`config.mk`:
```
export PLATFORM = sky130hd
export DESIGN_NAME = alsu_arbiter
export DESIGN_NICKNAME = d
export VERILOG_FILES = /design/src/rtl/alsu_ctrl_pkg.sv /design/src/rtl/rr_arb2.sv /design/src/rtl/alsu_arbiter.sv
export SDC_FILE = /design/constraint.sdc
export NUM_CORES = 1
export LEC_CHECK = 0
export BUFFER_PORTS_ARGS = -buffer_cell sky130_fd_sc_hd__clkbuf_2
export CORE_MARGIN = 10
export CORE_UTILIZATION = 47
export CTS_CLUSTER_SIZE = 28
export DETAILED_ROUTE_END_ITERATION = 16
export PLACE_DENSITY = 0.79
export RECOVER_POWER = 25
export SLEW_MARGIN = 20
export SYNTH_ARGS = -nofsm -noshare
export SYNTH_HDL_FRONTEND = slang
export SYNTH_SLANG_ARGS = --single-unit
```
`constraint.sdc`:
```
create_clock -name clk -period 2.02 [get_ports clk]
set_input_delay 0.101 -clock clk [delete_from_list [all_inputs] [get_ports clk]]
set_output_delay 0.101 -clock clk [all_outputs]
set_load 0.02 [all_outputs]
```
`src/rtl/alsu_ctrl_pkg.sv`:
```
// Shared types, command field layout and helpers for the ALSU arbiter.
package alsu_ctrl_pkg;

    localparam int unsigned CMD_W = 16;
    localparam int unsigned OUT_W = 6;
    localparam int unsigned OPC_W = 3;
    localparam int unsigned OPD_W = 3;

    // Command word bit offsets
    localparam int unsigned OPC_LSB       = 13;
    localparam int unsigned A_LSB         = 10;
    localparam int unsigned B_LSB         = 7;
    localparam int unsigned CIN_BIT       = 6;
    localparam int unsigned SERIAL_IN_BIT = 5;
    localparam int unsigned DIRECTION_BIT = 4;
    localparam int unsigned RED_OP_A_BIT  = 3;
    localparam int unsigned RED_OP_B_BIT  = 2;
    localparam int unsigned BYPASS_A_BIT  = 1;
    localparam int unsigned BYPASS_B_BIT  = 0;

    // ALSU opcodes
    localparam logic [OPC_W-1:0] OP_OR     = 3'd0;
    localparam logic [OPC_W-1:0] OP_XOR    = 3'd1;
    localparam logic [OPC_W-1:0] OP_ADD    = 3'd2;
    localparam logic [OPC_W-1:0] OP_MUL    = 3'd3;
    localparam logic [OPC_W-1:0] OP_SHIFT  = 3'd4;
    localparam logic [OPC_W-1:0] OP_ROTATE = 3'd5;

    typedef enum logic [1:0] {
        IDLE  = 2'd0,
        ISSUE = 2'd1,
        EXEC  = 2'd2,
        CAPT  = 2'd3
    } state_t;

    // Invalid command: reduction on a non-logic op, or an undefined opcode
    function automatic logic cmd_err(input logic [CMD_W-1:0] cmd);
        logic [OPC_W-1:0] op;
        logic             red;
        op  = cmd[OPC_LSB +: OPC_W];
        red = cmd[RED_OP_A_BIT] | cmd[RED_OP_B_BIT];
        return (red & (op[1] | op[2])) | (op[2] & op[1]);
    endfunction

endpackage

```
`src/rtl/rr_arb2.sv`:
```
// Two-port arbiter: round-robin or port-0 fixed priority, grants only when enabled.
module rr_arb2 (
    input  logic       clk,
    input  logic       rst,
    input  logic [1:0] req,
    input  logic       enable,
    input  logic       mode,
    output logic [1:0] gnt
);

    logic last_owner;

    // Grant selection; a tie goes to port 0 in fixed mode or to the port not served last
    always_comb begin
        gnt = 2'b00;
        if (enable) begin
            if (req == 2'b11) begin
                gnt = (mode || last_owner) ? 2'b01 : 2'b10;
            end else begin
                gnt = req;
            end
        end
    end

    // Remember which port was served by the most recent grant
    always_ff @(posedge clk or posedge rst) begin
        if (rst) begin
            last_owner <= 1'b1;
        end else if (gnt != 2'b00) begin
            last_owner <= gnt[1];
        end
    end

endmodule

```
`src/rtl/alsu_arbiter.sv`:
```
// Shares one registered ALSU between two command ports, one op every four cycles.
module alsu_arbiter
    import alsu_ctrl_pkg::*;
#(
    parameter string ARB_MODE = "RR"
) (
    input  logic             clk,
    input  logic             rst,
    input  logic [1:0]       req,
    input  logic [CMD_W-1:0] cmd0,
    input  logic [CMD_W-1:0] cmd1,
    output logic [1:0]       gnt,
    output logic [CMD_W-1:0] alsu_cmd,
    input  logic [OUT_W-1:0] alsu_out,
    output logic [1:0]       rsp_valid,
    output logic [OUT_W-1:0] rsp_data,
    output logic             rsp_err,
    output logic             busy
);

    localparam logic FIXED_MODE = (ARB_MODE == "FIXED0");

    state_t           state;
    state_t           state_nxt;
    logic             owner;
    logic             err_q;
    logic             accept;
    logic             capture;
    logic             arb_en;
    logic [CMD_W-1:0] sel_cmd;

    // Grants are only offered while idle and never while reset is held
    assign arb_en  = (state == IDLE) && !rst;
    assign accept  = (gnt != 2'b00);
    assign sel_cmd = gnt[1] ? cmd1 : cmd0;
    assign busy    = (state != IDLE);

    rr_arb2 u_arb (
        .clk    (clk),
        .rst    (rst),
        .req    (req),
        .enable (arb_en),
        .mode   (FIXED_MODE),
        .gnt    (gnt)
    );

    // State register
    always_ff @(posedge clk or posedge rst) begin
        if (rst) begin
            state <= IDLE;
        end else begin
            state <= state_nxt;
        end
    end

    // Next state: fixed four-cycle walk once a command is accepted
    always_comb begin
        state_nxt = state;
        capture   = 1'b0;
        unique case (state)
            IDLE:  if (accept) state_nxt = ISSUE;
            ISSUE: state_nxt = EXEC;
            EXEC:  state_nxt = CAPT;
            CAPT: begin
                state_nxt = IDLE;
                capture   = 1'b1;
            end
            default: state_nxt = IDLE;
        endcase
    end

    // Command latch held stable for the ALSU, and result capture toward the owner
    always_ff @(posedge clk or posedge rst) begin
        if (rst) begin
            alsu_cmd  <= '0;
            owner     <= 1'b0;
            err_q     <= 1'b0;
            rsp_valid <= 2'b00;
            rsp_data  <= '0;
            rsp_err   <= 1'b0;
        end else begin
            rsp_valid <= 2'b00;
            if (accept) begin
                alsu_cmd <= sel_cmd;
                owner    <= gnt[1];
                err_q    <= cmd_err(sel_cmd);
            end
            if (capture) begin
                rsp_data  <= alsu_out;
                rsp_err   <= err_q;
                rsp_valid <= owner ? 2'b10 : 2'b01;
            end
        end
    end

endmodule

```
==> impl_metrics.toml, run 1 <==
[outcome]
status = "finished clean"

[timing]
setup_viol = 0
final_max_slew_viol_count = 0
final.period_utilization_pct = 93.1
hold_violations = 0
worst_slew_pin_slew_ns = 0.460
finClkSkew_ns = 0.0140
final.setup.tns_ns = 0
max_freq_mhz = 532
relSlewSlack_pct = 69.3
post-route-min-period_ns = 1.88
rsz0062_at_grt = "no"

[yosys]
synth_ff_type = "dfrtp_1"
synthMostInstantiatedCell = "dfrtp_1"
synth_area_leaders = "dfrtp_1 46%, o311ai_2 16%, o21ai_0 5.7%"
synth_commonest_cells = "29 x dfrtp_1, 20 x inv_1, 18 x o21ai_0, 16 x nand3_1, 16 x o311ai_2"
ys_warn_count = 0
syn_area_mm2 = 0.00159
synth_top_cell_by_area = "dfrtp_1"
synth.yosys.seq_area_share_pct = 47.2
synth_top_area_share_pct = 45.6
syn_inst = 140
synth-async-reset-ratio_pct = 100
synth_edf_count = 0
synth-seq-cells = 30
synth_nets = 186
synth.distinct_cells = 26
syn-mean-instance-area_um2 = 11.4

[clock_network]
clock_latency_ns = 0.32
clock_sinks = 30
cts_tree = "done"
clockRootBuffer = "clkbuf_4"
cts_buffers = 5
path_clk_slew_ns = 0.10
clockBufferDepth = 2
htreeDepth = 2
cts.repair.resized = 0

[worst_setup_path]
worstSetupEndpointType = "primary output"
critPathTopFamily = "simple AND/OR/NAND/NOR gates"
worstPathMaxFanout = 6
critPathKind = "register to primary output"
cp_num_buf_inv = 2
crit_arrival_ns = 1.78
slowest_delay_ns = 0.39
path_cells = "inv_1 -> ha_1 -> nand2b_4 -> or2_1 -> nor2_1 -> clkbuf_2"
cp.required_ns = 1.92
start_kind = "register"
crit_slowest_cell = "dfrtp_1"

[floorplan]
dieWidth_um = 78.2
die_y_um = 78.2
dieArea_mm2 = 0.00612
rows = 21
initial_core_util_pct = 48.1
core_mm2 = 0.00331
ios = 70

[worst_hold_path]
min_path_type = "primary input to register"

[placement]
routabilityCongestion = 0.751
placed_cells = 253
numPortBuffers = 69
dp_hpwl_um = 3360

[global_routing]
overflow = 0
grt_pass1_wl_um = 6980
antenna_found_initial = 0
grt_pass1_vias = 1511
grt_max_degree = 22
track_usage_pct = 14.0

[power_and_ir_drop]
pwr-share-comb_pct = 49.8
seqPwrFrac_pct = 34.2
pwr-share-clk_pct = 16.0
power_density_mw_per_mm2 = 1470
leakage_nw = 1.05
power_report.internal_total_mw = 1.85
power_switching_mw = 1.27
p_sw_share_pct = 40.7
vdd_drop_max_mv = 0.754

[routing]
viasPerCell = 5.29
ant_nets = 0
vias = 1419
avgRoutedWirePerCell_um = 16.7
wirelength_um = 4470
drc = 0
first_pass_iters = 4
drtIter0Drc = 90

[finish]
fin_nets = 267
seq_area_um2 = 752
multi_input_area_um2 = 708
fillerInstances = 303
antenna_cells = 0
drive_gt1_share_pct = 46.8
syn_to_final_growth_pct = 33.2
instances_no_fill = 268

[run]
maxCapViolCount = 0
-- metrics by stage --
stage | hold WS, ns | power (mW) | utilization, % | cell area [µm²] | setup slack, ns
global route | 0.000136 | 3.33 | 64.1 | 2120 | 0.0242
CTS | 0.00729 | 3.15 | 63.0 | 2090 | 0.00362
finish | 0.0102 | 3.12 | 64.1 | 2120 | 0.140
global placement | 0.158 | 2.60 | 60.1 | 1990 | 0.361
floorplan | 0.191 | 2.14 | - | 1590 | 0.335
detailed placement | 0.160 | 2.66 | 60.1 | 1990 | 0.329
-- power groups by stage --
| stage | clock, mW | combinational, mW | sequential, mW |
|---|---|---|---|
| floorplan | 0 | 0.783 | 1.36 |
| detailed placement | 0 | 1.58 | 1.08 |
| global route | 0.540 | 1.69 | 1.10 |
| finish | 0.499 | 1.55 | 1.07 |
| CTS | 0.507 | 1.58 | 1.07 |
| global placement | 0 | 1.54 | 1.07 |
-- worst reg2reg max path, cell delays in order (launching register included) --
cell and delay, ns:
dfrtp_1 0.39, inv_1 0.11, ha_1 0.25, nand2b_4 0.06
or2_1 0.32, buf_4 0.23, o311ai_1 0.26
-- area by class of cell --
class	count	area share, %
tap	46	2.71
clock buffer	7	2.59
inverter	20	3.54
multi-input combinational	81	33.4
timing repair buffer	83	20.9
clock inverter	1	1.42
sequential	30	35.4
-- layout by cell type, fill, tap and decap left out --
master and n:
a211o_1 1, a21o_1 2, and2_1 1, and2_2 1, and2_4 1, and3b_1 1
buf_4 11, bufinv_16 1, clkbuf_1 12, clkbuf_2 58, clkbuf_4 5, clkbuf_8 1
dfrtp_1 29, dfstp_2 1, dlygate4sd3_1 3, ha_1 4, inv_1 20, maj3_1 1
mux2_2 8, mux2i_1 1, nand2_1 1, nand2b_4 1, nand3_1 16, nor2_1 4
nor2b_1 1, o2111ai_1 1, o21ai_0 18, o311ai_1 1, o311ai_2 16, or2_1 1
-- registers in the layout (all words and copies together), names as in the netlist --
name and cells:
alsu_cmd 16, rsp_data 6, rsp_valid 2, state 2, err_q 1, owner 1
rsp_err 1, u_arb.last_owner 1
-- layer usage --
metal  GRT usage (%)  part of all wire, %  vias to the layer above
met5               0                    0                        -
met4            6.09                 0.98                        0
met3            6.49                   10                        7
met2            22.5                   49                       72
met1            15.5                   40                      677
li1                -                    -                      663
-- final timing paths --
check,start,depth (start not counted),to,slack (ns)
setup / recovery,state[0],6,gnt[0],0.14
hold / removal,cmd1[8],3,alsu_cmd[8],0.01
setup reg to reg,state[0],6,err_q,0.32
hold reg to reg,owner,1,rsp_valid[0],0.45
max in group asynchronous,rst,4,u_arb.last_owner,0.99
min in group asynchronous,rst,3,alsu_cmd[11],0.36
-- timing repair --
item | in CTS | in global routing
hold endpoints to repair | 12 | 2
endpoints found under the setup margin | 1 | 2
gates cloned | 0 | 1
buffers inserted | 0 | 3
pin swaps | 1 | 1
hold buffers | 1 | 2
-- cells by family after synthesis --
family / count (synthesis) / synth area share (%)
compound gates: 39 / 24.6
fa+ha+maj: 5 / 3.77
buf+inv: 30 / 8.80
flops: 30 / 47.2
mux: 9 / 6.28
simple gates: 27 / 9.35
No activity file was read; power rests on OpenSTA's default activity.
==> run 2: changes to the inputs <==
--- a/config.mk
+++ b/config.mk
@@ -7,11 +7,12 @@
 export LEC_CHECK = 0
 export BUFFER_PORTS_ARGS = -buffer_cell sky130_fd_sc_hd__clkbuf_2
 export CORE_MARGIN = 10
-export CORE_UTILIZATION = 47
+export CORE_UTILIZATION = 44
 export CTS_CLUSTER_SIZE = 28
 export DETAILED_ROUTE_END_ITERATION = 16
-export PLACE_DENSITY = 0.79
+export PLACE_DENSITY = 0.75
 export RECOVER_POWER = 25
+export REMOVE_ABC_BUFFERS = 1
 export SLEW_MARGIN = 20
 export SYNTH_ARGS = -nofsm -noshare
 export SYNTH_HDL_FRONTEND = slang
==> constraint.sdc (replaced) <==
create_clock -name clk -period 2.2 [get_ports clk]
set_input_delay 0.11 -clock clk [delete_from_list [all_inputs] [get_ports clk]]
set_output_delay 0.11 -clock clk [all_outputs]
set_load 0.02 [all_outputs]
==> impl_metrics.toml, run 2 (same netlist as run 1, synthesis figures left out) <==
[timing]
finClkSkew_ns = 0.00344
post-route-min-period_ns = 2.05
worst_slew_pin_slew_ns = 1.58
max_freq_mhz = 487
setup_viol = 0
final.setup.tns_ns = 0
final_max_slew_viol_count = 31
hold_violations = 0
rsz0062_at_grt = "no"
relSlewSlack_pct = -5.64
final.period_utilization_pct = 93.3

[routing]
drtIter0Drc = 23
wl_met1_um = 1610
wl_met3_um = 437
top_layer = "met4"
wirelength_um = 3940
viasPerCell = 5.00
avgRoutedWirePerCell_um = 15.1
first_pass_iters = 4
routed-wl-met2_um = 1830
vias = 1305
ant_nets = 0
drc = 0

[outcome]
failed_checks = "capacitance limit, slew limit"
status = "complete, but fails checks"

[clock_network]
htreeDepth = 2
cts_tree = "done"
clockRootBuffer = "clkbuf_4"
clock_latency_ns = 0.32
cts_buffers = 5
clockBufferDepth = 2
clock_sinks = 30
cts_setup_buffers = 0
path_clk_slew_ns = 0.09

[finish]
final_core_util_pct = 60.3
final_common_cell = "clkbuf_2"
syn_to_final_growth_pct = 29.3
max_flop_register = "alsu_cmd"
top_regs = "alsu_cmd: 16 flops, rsp_data: 6 flops"
largest_reg_flops = 16
drive_gt1_share_pct = 50.2
fin_nets = 260
fillerInstances = 299
antenna_cells = 0
stdcell_area_mm2 = 0.00206
layout_common_cells = "68 x clkbuf_2, 29 x dfrtp_1, 20 x inv_1, 18 x o21ai_0"

[worst_setup_path]
crit_slowest_cell = "dfrtp_1"
critPathKind = "register to primary output"
slowest_delay_ns = 0.40
crit_arrival_ns = 1.94
cp_num_buf_inv = 2
critPathTopFamily = "simple AND/OR/NAND/NOR gates"
cp.required_ns = 2.09
reg2reg_slack_ns = 0.37
worstPathMaxFanout = 21
path_cells = "inv_1 -> ha_1 -> and3b_1 -> and2_4 -> nor2_1 -> clkbuf_2"
start_kind = "register"
worstSetupEndpointType = "primary output"

[global_routing]
grt_pass1_vias = 1457
antenna_found_initial = 0
track_usage_pct = 12.7
grt_pass1_wl_um = 6580
overflow = 0
grt_max_degree = 31

[worst_hold_path]
min_path_type = "primary input to register"

[floorplan]
die_y_um = 80.2
dieArea_mm2 = 0.00643
dieWidth_um = 80.2
core_mm2 = 0.00342
rows = 21
ios = 70
initial_core_util_pct = 46.6

[placement]
dp_hpwl_um = 3050
routabilityCongestion = 0.824
place_area_mm2 = 0.00197
numPortBuffers = 69

[power_and_ir_drop]
leakage_nw = 1.03
vdd_drop_max_mv = 0.571
power_density_mw_per_mm2 = 1320

[run]
maxCapViolCount = 1
run 2: cell types whose count changed in the layout (fill, tap and decap cells not counted), sizes merged:
cell,previous run,this run
and2,3,2
buf,11,4
bufinv,1,0
clkinv,0,1
clkinvlp,0,1
run 2: what timing repair did:
| action | in CTS | in global routing |
|---|---|---|
| hold buffers | 1 | 2 |
| gates resized for setup | 0 | 2 |
| hold endpoints to repair | 29 | 2 |
| setup endpoints to repair | 0 | 1 |
run 2: per-stage QoR:
stage               worst slack, ns  instances  hold WS (ns)  power, mW
floorplan                     0.330        130         0.200       1.93
global placement              0.326        250         0.222       2.37
detailed placement            0.242        250         0.227       2.41
CTS                         0.00606        259       0.00203       2.76
global route                 0.0102        261       0.00124       2.95
finish                        0.148        261        0.0163       2.72
run 2: report_power, final:
| part | switching (mW) | internal (mW) |
|---|---|---|
| Clock | 0.190 | 0.153 |
| Sequential | 0.143 | 0.835 |
| Combinational | 0.808 | 0.592 |
| Total | 1.14 | 1.58 |
run 2: routing by layer:
layer | GRT usage, % | vias to the layer above
li1 | - | 646
met1 | 12.8 | 600
met2 | 21.3 | 52
met3 | 7.35 | 7
met4 | 4.75 | 0
met5 | 0 | -
run 2: final cells by class:
class                      count  area, µm²  share of cell area, %
sequential                    30        752                   36.5
multi-input combinational     80        703                   34.1
timing repair buffer          77        408                   19.8
inverter                      20       75.1                   3.65
tap                           46       57.6                   2.79
clock buffer                   6       51.3                   2.49
clock inverter                 2       12.5                  0.608
run 2: worst paths after layout:
kind / depth (start not counted) / startpoint / end
min: 2 / alsu_out[5] / rsp_data[5]
max: 6 / state[0] / gnt[0]
min in group asynchronous: 4 / rst / rsp_data[5]
min reg2reg: 1 / owner / rsp_valid[0]
max reg2reg: 6 / state[0] / alsu_cmd[5]
max in group asynchronous: 4 / rst / rsp_data[1]
